### config.mk
export PLATFORM = sky130hd
export DESIGN_NAME = conv1d_psum_collector
export DESIGN_NICKNAME = d
export VERILOG_FILES = /design/src/rtl/conv1d_psum_collector.sv
export SDC_FILE = /design/constraint.sdc
export NUM_CORES = 1
export LEC_CHECK = 0
export CORE_ASPECT_RATIO = 0.6
export CORE_UTILIZATION = 40
export CTS_CLUSTER_DIAMETER = 100
export DETAILED_ROUTE_END_ITERATION = 10
export GPL_TIMING_DRIVEN = 0
export PLACE_DENSITY = 0.58
export SYNTH_ARGS = -nofsm -noshare
export SYNTH_HDL_FRONTEND = slang
export SYNTH_SLANG_ARGS = --single-unit
### constraint.sdc
create_clock -name clk -period 3 [get_ports clk]
set_input_delay 0.6 -clock clk [delete_from_list [all_inputs] [get_ports clk]]
set_output_delay 0.6 -clock clk [all_outputs]
set_load 0.005 [all_outputs]
### src/rtl/conv1d_psum_collector.sv
// conv1d_psum_collector
// Output-end consumer of the 1-D convolution PE chain. Sums every group of
// K_TAPS partial sums into one sample, saturates it to OUT_WIDTH and queues it
// in a show-ahead FIFO drained over a valid/ready port. The PE cannot be
// stalled, so results arriving while the FIFO is full are dropped and flagged.
// Optional build macro: COLLECTOR_BIAS_EN adds a per-group bias input that is
// folded into the first tap of each group.
`timescale 1ns/1ps
module conv1d_psum_collector #(
  parameter int PSUM_WIDTH = 16,
  parameter int OUT_WIDTH  = 16,
  parameter int K_TAPS     = 3,
  parameter int FIFO_DEPTH = 8
) (
  input  logic                  clk,
  input  logic                  rst_n,
  input  logic                  clear,
  input  logic                  pe_valid,
  input  logic [PSUM_WIDTH-1:0] pe_psum,
`ifdef COLLECTOR_BIAS_EN
  input  logic [PSUM_WIDTH-1:0] bias,
`endif
  output logic                  res_valid,
  output logic [OUT_WIDTH-1:0]  res_data,
  input  logic                  res_ready,
  output logic [7:0]            res_count,
  output logic [3:0]            tap_cnt,
  output logic                  sat_flag,
  output logic                  overflow_err,
  output logic                  fifo_full
);

`ifdef COLLECTOR_BIAS_EN
  // The bias is one extra operand on top of up to 16 taps, so one more
  // headroom bit keeps the accumulator from wrapping at K_TAPS=16.
  localparam int ACC_W = PSUM_WIDTH + 5;
`else
  localparam int ACC_W = PSUM_WIDTH + 4;
`endif
  localparam int         AW       = $clog2(FIFO_DEPTH);
  localparam logic [3:0] LAST_TAP = 4'(K_TAPS - 1);

  // Registered state
  logic [ACC_W-1:0]     r_acc;
  logic [3:0]           r_tap_cnt;
  logic [OUT_WIDTH-1:0] r_mem [FIFO_DEPTH];
  logic [AW:0]          r_wr_ptr;
  logic [AW:0]          r_rd_ptr;
  logic [7:0]           r_res_count;
  logic                 r_sat_flag;
  logic                 r_overflow_err;

  // Combinational helpers
  logic                 w_flush;
  logic                 w_tap;
  logic                 w_first_tap;
  logic                 w_last_tap;
  logic [ACC_W-1:0]     w_first;
  logic [ACC_W-1:0]     w_sum;
  logic                 w_sat;
  logic [OUT_WIDTH-1:0] w_result;
  logic                 w_empty;
  logic                 w_full;
  logic                 w_pop;
  logic                 w_push_req;
  logic                 w_push;
  logic                 w_drop;

  // Reset and clear share one flush path; pe_valid is masked while flushing.
  assign w_flush     = !rst_n || clear;
  assign w_tap       = pe_valid && !w_flush;
  assign w_first_tap = (r_tap_cnt == 4'd0);
  assign w_last_tap  = (r_tap_cnt == LAST_TAP);

  // First tap of a group loads fresh (optionally biased); later taps add.
`ifdef COLLECTOR_BIAS_EN
  assign w_first = ACC_W'(pe_psum) + ACC_W'(bias);
`else
  assign w_first = ACC_W'(pe_psum);
`endif
  assign w_sum = w_first_tap ? w_first : (r_acc + ACC_W'(pe_psum));

  // Clamp the completed sum to the largest OUT_WIDTH value.
  generate
    if (OUT_WIDTH < ACC_W) begin : g_sat
      assign w_sat    = |w_sum[ACC_W-1:OUT_WIDTH];
      assign w_result = w_sat ? {OUT_WIDTH{1'b1}} : w_sum[OUT_WIDTH-1:0];
    end else begin : g_nosat
      assign w_sat    = 1'b0;
      assign w_result = OUT_WIDTH'(w_sum);
    end
  endgenerate

  // Pointers carry one extra wrap bit so full and empty are distinguishable.
  assign w_empty = (r_wr_ptr == r_rd_ptr);
  assign w_full  = (r_wr_ptr[AW-1:0] == r_rd_ptr[AW-1:0]) &&
                   (r_wr_ptr[AW] != r_rd_ptr[AW]);

  // A pop frees a slot on the same edge, so a full FIFO can still accept a
  // push when it is being read. An empty FIFO never pops, so a push into an
  // empty FIFO is always visible on the next cycle.
  assign w_pop      = !w_empty && res_ready && !w_flush;
  assign w_push_req = w_tap && w_last_tap;
  assign w_push     = w_push_req && (!w_full || w_pop);
  assign w_drop     = w_push_req && w_full && !w_pop;

  // Accumulator and tap index advance only on accepted taps; gaps hold them.
  always_ff @(posedge clk) begin
    // NOTE: sequential state uses <= so every register here sees pre-edge values.
    if (w_flush) begin
      r_acc     <= '0;
      r_tap_cnt <= 4'd0;
    end else if (w_tap) begin
      r_acc     <= w_sum;
      r_tap_cnt <= w_last_tap ? 4'd0 : (r_tap_cnt + 4'd1);
    end
  end

  // Result storage writes the clamped sum at the write pointer.
  always_ff @(posedge clk) begin
    // NOTE: the storage array is deliberately not reset; the pointers alone
    // decide which entries are valid.
    if (w_push) begin
      r_mem[r_wr_ptr[AW-1:0]] <= w_result;
    end
  end

  // FIFO pointers move on accepted pushes and pops.
  always_ff @(posedge clk) begin
    if (w_flush) begin
      r_wr_ptr <= '0;
      r_rd_ptr <= '0;
    end else begin
      if (w_push) r_wr_ptr <= r_wr_ptr + 1'b1;
      if (w_pop)  r_rd_ptr <= r_rd_ptr + 1'b1;
    end
  end

  // Group counter and sticky error flags; dropped groups still count so the
  // downstream can detect how many samples were lost.
  always_ff @(posedge clk) begin
    if (w_flush) begin
      r_res_count    <= 8'd0;
      r_sat_flag     <= 1'b0;
      r_overflow_err <= 1'b0;
    end else if (w_push_req) begin
      r_res_count <= r_res_count + 8'd1;
      if (w_sat)  r_sat_flag     <= 1'b1;
      if (w_drop) r_overflow_err <= 1'b1;
    end
  end

  // Show-ahead read port; data is forced to zero while empty.
  assign res_valid    = !w_empty;
  assign res_data     = w_empty ? '0 : r_mem[r_rd_ptr[AW-1:0]];
  assign res_count    = r_res_count;
  assign tap_cnt      = r_tap_cnt;
  assign sat_flag     = r_sat_flag;
  assign overflow_err = r_overflow_err;
  assign fifo_full    = w_full;

endmodule

After elaboration in Yosys (flattened, before gate mapping)
Memories as Yosys holds them, arrays and structs flattened. A register that Yosys moved wholly into a read port is not among the register bits.
Cells that the tools add are included.
Widths: inputs -> output; s select.
{"block": "word_totals", "regBits": 42, "ramBits": 128, "in_bits": 21, "out_inout_bits": 32, "word_cells": 44, "n_memories": 1}
{"name": "r_mem", "words": 8, "word_bits": 16, "read_ports": 1, "rd_clocked_by_memory_dff": 1, "write_ports": 1, "line": "46", "rtl": "logic [OUT_WIDTH-1:0] r_mem [FIFO_DEPTH];"}
{"block": "op_classes", "n_addsub": 5, "eq_ne": 4, "mux": 8, "n_reduce_logical": 19}
{"op": "$mux 16", "n": 2}
{"op": "$add 20x16->20", "n": 1}
{"op": "$mux 20", "n": 1}
{"op": "$add 4x1->4 const B", "n": 3}
{"op": "$add 8x1->8 const B", "n": 1}
{"op": "$logic_and 1x1->1", "n": 8}
{"op": "$mux 3", "n": 2}
{"op": "$logic_not 1->1", "n": 5}
{"op": "$eq 4x2->1 const B", "n": 1}
{"op": "$eq 4x4->1", "n": 1}
{"op": "$logic_not 4->1", "n": 1}
{"op": "$mux 4", "n": 1}
{"op": "$reduce_and 2->1", "n": 2}
{"op": "$reduce_or 4->1", "n": 1}
{"op": "$eq 3x3->1", "n": 1}
{"op": "$logic_or 1x1->1", "n": 2}
{"op": "$mux 1", "n": 2}
{"op": "$ne 1x1->1", "n": 1}

Longest topological paths before layout
{"block": "logic_depth", "word_depth": 8, "ltp_mapped": 11, "mapped_depth_nobuf": 9}

Least setup slack after synthesis
Ideal clock, no wire load.
{"block": "synth_timing", "path_kind": "input -> register", "start": "input pe_valid", "end": "memory r_mem[0][0] (enable)", "setup_ns": 0.430, "arrival_time_ns": 2.768, "required_time_ns": 2.570, "setup_slack_ns": -0.198, "path_stages": 5, "n_path_buf": 0, "cell_sequence": "nor2b_1 > nand3_1 > nor2_1 > nand2b_1 > nor4_1"}
{"block": "synth_via", "elab_chain_len": 5}
{"element": "start, declared", "line": "18", "rtl": "input logic pe_valid,"}
{"element": "$logic_and 1x1->1", "line": "71", "rtl": "assign w_tap = pe_valid && !w_flush;"}
{"element": "$logic_and 1x1->1", "line": "103", "rtl": "assign w_push_req = w_tap && w_last_tap;"}
{"element": "$logic_and 1x1->1", "line": "104", "rtl": "assign w_push = w_push_req && (!w_full || w_pop);"}
{"element": "$mux 1", "line": "123", "rtl": "if (w_push) begin"}
{"element": "$mux 1 (not written as such)", "line": "124", "rtl": "r_mem[r_wr_ptr[AW-1:0]] <= w_result;"}
{"element": "end, declared", "line": "46"}
Every way passes these cells.

Worst setup path after layout
{"block": "layout_timing", "start": "input pe_psum[1]", "end": "memory r_mem[3][11] (data pin)"}
{"block": "layout_via", "elab_chain_len": 4}
{"element": "start, declared", "line": "19", "rtl": "input logic [PSUM_WIDTH-1:0] pe_psum,"}
{"element": "$add 20x16->20 (*)", "line": "81", "rtl": "assign w_sum = w_first_tap ? w_first : (r_acc + ACC_W'(pe_psum));"}
{"element": "$mux 20 (*)", "line": "81"}
{"element": "$reduce_or 4->1", "line": "86", "rtl": "assign w_sat = |w_sum[ACC_W-1:OUT_WIDTH];"}
{"element": "$mux 16 (*)", "line": "87", "rtl": "assign w_result = w_sat ? {OUT_WIDTH{1'b1}} : w_sum[OUT_WIDTH-1:0];"}
{"element": "net w_result[11]", "line": "61", "rtl": "logic [OUT_WIDTH-1:0] w_result;"}
The timed path passes the listed nets; every way through them passes the cells marked *.

==> impl_metrics.sql <==
INSERT INTO impl_metrics (metric_group, metric, value, unit) VALUES
('run_status', 'violations', 'negative setup slack', ''),
('synthesis', 'synth-warning-count', '0', ''),
('cells_and_area', 'area_growth_syn_to_layout', '28.55', '%'),
('synthesis', 'ys_types', '55', ''),
('synthesis', 'area_share_of_the_largest_cell_type_after_synthesis', '49.02', '%'),
('synthesis', 'synth_edf_count', '128', ''),
('clock_tree', 'clk_pin_slew_worst_paths', '0.07', 'ns'),
('drt', 'met3RoutedLength', '1073', 'µm'),
('die', 'initial_utilization', '40.99', '%'),
('sta', 'timing.final.crit_share', '100.1', '%'),
('placement', 'dpl.hpwl', '13220', 'µm'),
('drt', 'final_antenna_net_count', '0', ''),
('synthesis', 'ys_async_sr_fraction', '0', '%'),
('sta', 'report.final.setup_viol', '6', ''),
('cells_and_area', 'layout.cell_area.non_filler', '10080', 'µm²'),
('worst_setup_path', 'cp-start-kind', 'input pin', ''),
('clock_tree', 'cts_inserted_buffers', '17', ''),
('synthesis', 'syn_area', '7841', 'µm²'),
('cells_and_area', 'finalCoreUtilization', '52.69', '%'),
('grt', 'grt_pass1_vias', '5043', ''),
('run_status', 'outcome', 'complete, but fails checks', ''),
('synthesis', 'synth_largest_area_cell', 'sky130_fd_sc_hd__edfxtp_1', ''),
('placement', 'placedCellCount', '913', ''),
('worst_setup_path', 'worstPathMaxFanout', '8', ''),
('cells_and_area', 'finish.cell_count_without_fillers', '958', ''),
('worst_setup_path', 'cp.required', '3.28', 'ns'),
('sta', 'tightest_slew', '0.7831', 'ns'),
('cells_and_area', 'n_antenna_cell', '0', ''),
('drt', 'num_vias', '5183', ''),
('grt', 'grt_use_total', '19.11', '%'),
('worst_setup_path', 'crit_start', 'pe_psum[1]', ''),
('worst_setup_path', 'critical_path.endpoint_type', 'flip-flop', ''),
('pwr', 'sw_frac_of_total', '23.93', '%'),
('sta', 'final_count_of_hold_timing_violations', '0', ''),
('pwr', 'combinational_group_share_of_total_power', '7.7', '%'),
('grt', 'grt_max_degree', '18', ''),
('cells_and_area', 'share_of_layout_cells_above_drive_strength_1', '25.29', '%'),
('worst_setup_path', 'worstReg2RegStart', 'r_acc[0]', ''),
('sta', 'setup_slack', '-0.002794', 'ns'),
('pwr', 'internal-power', '3.932', 'mW'),
('drt', 'remaining_drc_errors', '0', ''),
('placement', 'placed_standard_cell_area', '8934', 'µm²'),
('pwr', 'p_total', '5.169', 'mW'),
('worst_setup_path', 'setup.worst_path.class', 'input pin to flip-flop', ''),
('synthesis', 'synth_nets', '625', ''),
('cells_and_area', 'ff_latch_area', '4752', 'µm²'),
('drt', 'drt-wirelength-per-cell', '19.51', 'µm'),
('placement', 'finalWeightedCongestion', '0.8229', ''),
('drt', 'wl_met1', '9349', 'µm'),
('pwr', 'power-per-cell-area', '512.8', 'nW/µm²'),
('placement', 'place_worst_setup_slack', '-1.061', 'ns'),
('pwr', 'total_leakage_power', '3.352', 'nW'),
('synthesis', 'primary_ff_master_synth', 'sky130_fd_sc_hd__edfxtp_1', ''),
('synthesis', 'syn-mean-instance-area', '13.43', 'µm²'),
('die', 'number_of_placed_i_o_pins', '53', ''),
('drt', 'drt_first_iter_violations', '381', ''),
('drt', 'detailed_routed_wire_length_on_met2', '8113', 'µm'),
('drt', 'drt-vias-per-instance', '5.410', ''),
('sta', 'drv_slew', '0', ''),
('synthesis', 'synth.ff_latch_count', '173', ''),
('pwr', 'ir_worst_vdd', '0.4117', 'mV'),
('synthesis', 'synthesis.instances', '584', ''),
('min_path', 'hold_class', 'flip-flop to flip-flop', ''),
('die', 'std_cell_rows', '39', ''),
('die', 'die_area', '20190', 'µm²'),
('pwr', 'clock_power_share', '41.8', '%'),
('clock_tree', 'clk_latency', '0.43', 'ns'),
('run', 'max_cap_viol_count', '0', ''),
('cells_and_area', 'multiInputGateArea', '3356', 'µm²'),
('grt', 'aggregate_global_routing_overflow', '0', ''),
('sta', 'worst_slew_margin_rel', '47.40', '%');
## repair_timing
action | 4_1_cts | 5_1_grt
cloned | 0 | 1
buffers inserted | 5 | 9
hold endpoints to repair | 0 | 0
pin swaps | 7 | 12
resized for setup | 81 | 50
endpoints found under the setup margin | 145 | 160
## critical path: stages
cell and delay, ns:
sky130_fd_sc_hd__clkdlybuf4s15_1 0.27, sky130_fd_sc_hd__fa_2 0.45, sky130_fd_sc_hd__a211oi_2 0.27, sky130_fd_sc_hd__o21ai_2 0.12, sky130_fd_sc_hd__o2111ai_4 0.26, sky130_fd_sc_hd__o31ai_4 0.15, sky130_fd_sc_hd__and3_4 0.20, sky130_fd_sc_hd__or4_4 0.49
sky130_fd_sc_hd__buf_12 0.17, sky130_fd_sc_hd__clkbuf_16 0.19, sky130_fd_sc_hd__nand2_8 0.10
## per-layer routing
metal / global-route usage (%) / vias up
met3: 4.057 / 18
met2: 26.69 / 162
met1: 29.47 / 2592
li1: - / 2411
met4: 5.882 / 0
met5: 0 / -
## cells in the final DEF, fill, tap and decap left out, drive strengths merged, types with 3 or more instances in the layout
| master | instances |
|---|---|
| nor3 | 12 |
| dfxtp | 45 |
| clkbuf | 37 |
| nor4 | 3 |
| dlygate4sd2 | 4 |
| nand3b | 3 |
| inv | 15 |
| mux2i | 27 |
| nand3 | 12 |
| dlymetal6s2s | 3 |
| nand2 | 43 |
| xnor2 | 11 |
| xor2 | 14 |
| a21oi | 33 |
| clkinv | 4 |
| nor2 | 63 |
| a21o | 4 |
| mux4 | 32 |
| o21ai | 30 |
| nand2b | 8 |
| buf | 36 |
| and3 | 5 |
| a211oi | 14 |
| nor2b | 8 |
| and4 | 3 |
| clkdlybuf4s50 | 42 |
| nand4 | 3 |
| edfxtp | 128 |
| ha | 19 |
| nor4b | 3 |
## cells by family (layout without fill, tap and decap cells)
logic type      after synthesis  in the layout  synth area share [%]
compound gates              100            100                 8.218
flops                       173            173                 60.51
mux                          59             59                 12.64
simple gates                171            171                 10.48
fa+ha+maj                    20             20                 3.287
xor+xnor                     25             25                 2.792
buf+inv                      36            144                 2.074
## power groups by stage
stage | sequential [mW] | clock (mW) | combinational (mW)
3_3_place_gp | 2.66 | 0 | 0.306
4_1_cts | 2.61 | 2.21 | 0.363
3_5_place_dp | 2.66 | 0 | 0.317
6_report | 2.61 | 2.16 | 0.398
5_1_grt | 2.61 | 2.30 | 0.430
2_1_floorplan | 2.66 | 0 | 0.206
## registers in the layout, indices dropped and copies added (netlist names), named ones only
signal / flops
sat_flag: 1
r_acc: 20
overflow_err: 1
r_wr_ptr: 4
r_mem: 128
r_rd_ptr: 4
tap_cnt: 4
res_count: 8
## worst paths after layout
check	endpoint	slack, ns	cells after the start
hold / removal	r_acc[13]	0.48	2
setup reg to reg	r_mem[3][11]	0.02	11
hold reg to reg	r_acc[13]	0.48	2
setup / recovery	r_mem[3][11]	-0.003	11
## Yosys cell counts, types with 12 or more instances
cell type / count
sky130_fd_sc_hd__o21ai_0: 26
sky130_fd_sc_hd__edfxtp_1: 128
sky130_fd_sc_hd__a211oi_1: 13
sky130_fd_sc_hd__clkbuf_1: 19
sky130_fd_sc_hd__nor3_1: 12
sky130_fd_sc_hd__nor2_1: 63
sky130_fd_sc_hd__mux4_2: 32
sky130_fd_sc_hd__nand2_1: 33
sky130_fd_sc_hd__nand3_1: 12
sky130_fd_sc_hd__ha_1: 19
sky130_fd_sc_hd__dfxtp_1: 45
sky130_fd_sc_hd__a21oi_1: 31
sky130_fd_sc_hd__xor2_1: 14
sky130_fd_sc_hd__mux2i_1: 27
## final cells by class
class,count,area share (%)
well taps,266,3.302
inverters,6,0.2234
clock inverters,15,1.502
clock buffers,17,4.220
flip-flops and latches,173,47.14
plain buffers,28,2.185
multi-input cells,375,33.29
repair buffers,78,8.131
## metrics by stage
| stage | setup TNS [ns] | hold slack, ns |
|---|---|---|
| after floorplan | -4.413 | 0.4400 |
| after global placement | -297.77 | 0.4550 |
| after detailed placement | -144.37 | 0.4639 |
| after CTS | -0.02756 | 0.4788 |
| after global routing | -0.9351 | 0.4950 |
| final | -0.01163 | 0.4769 |
(Power assumes the default switching activity.)
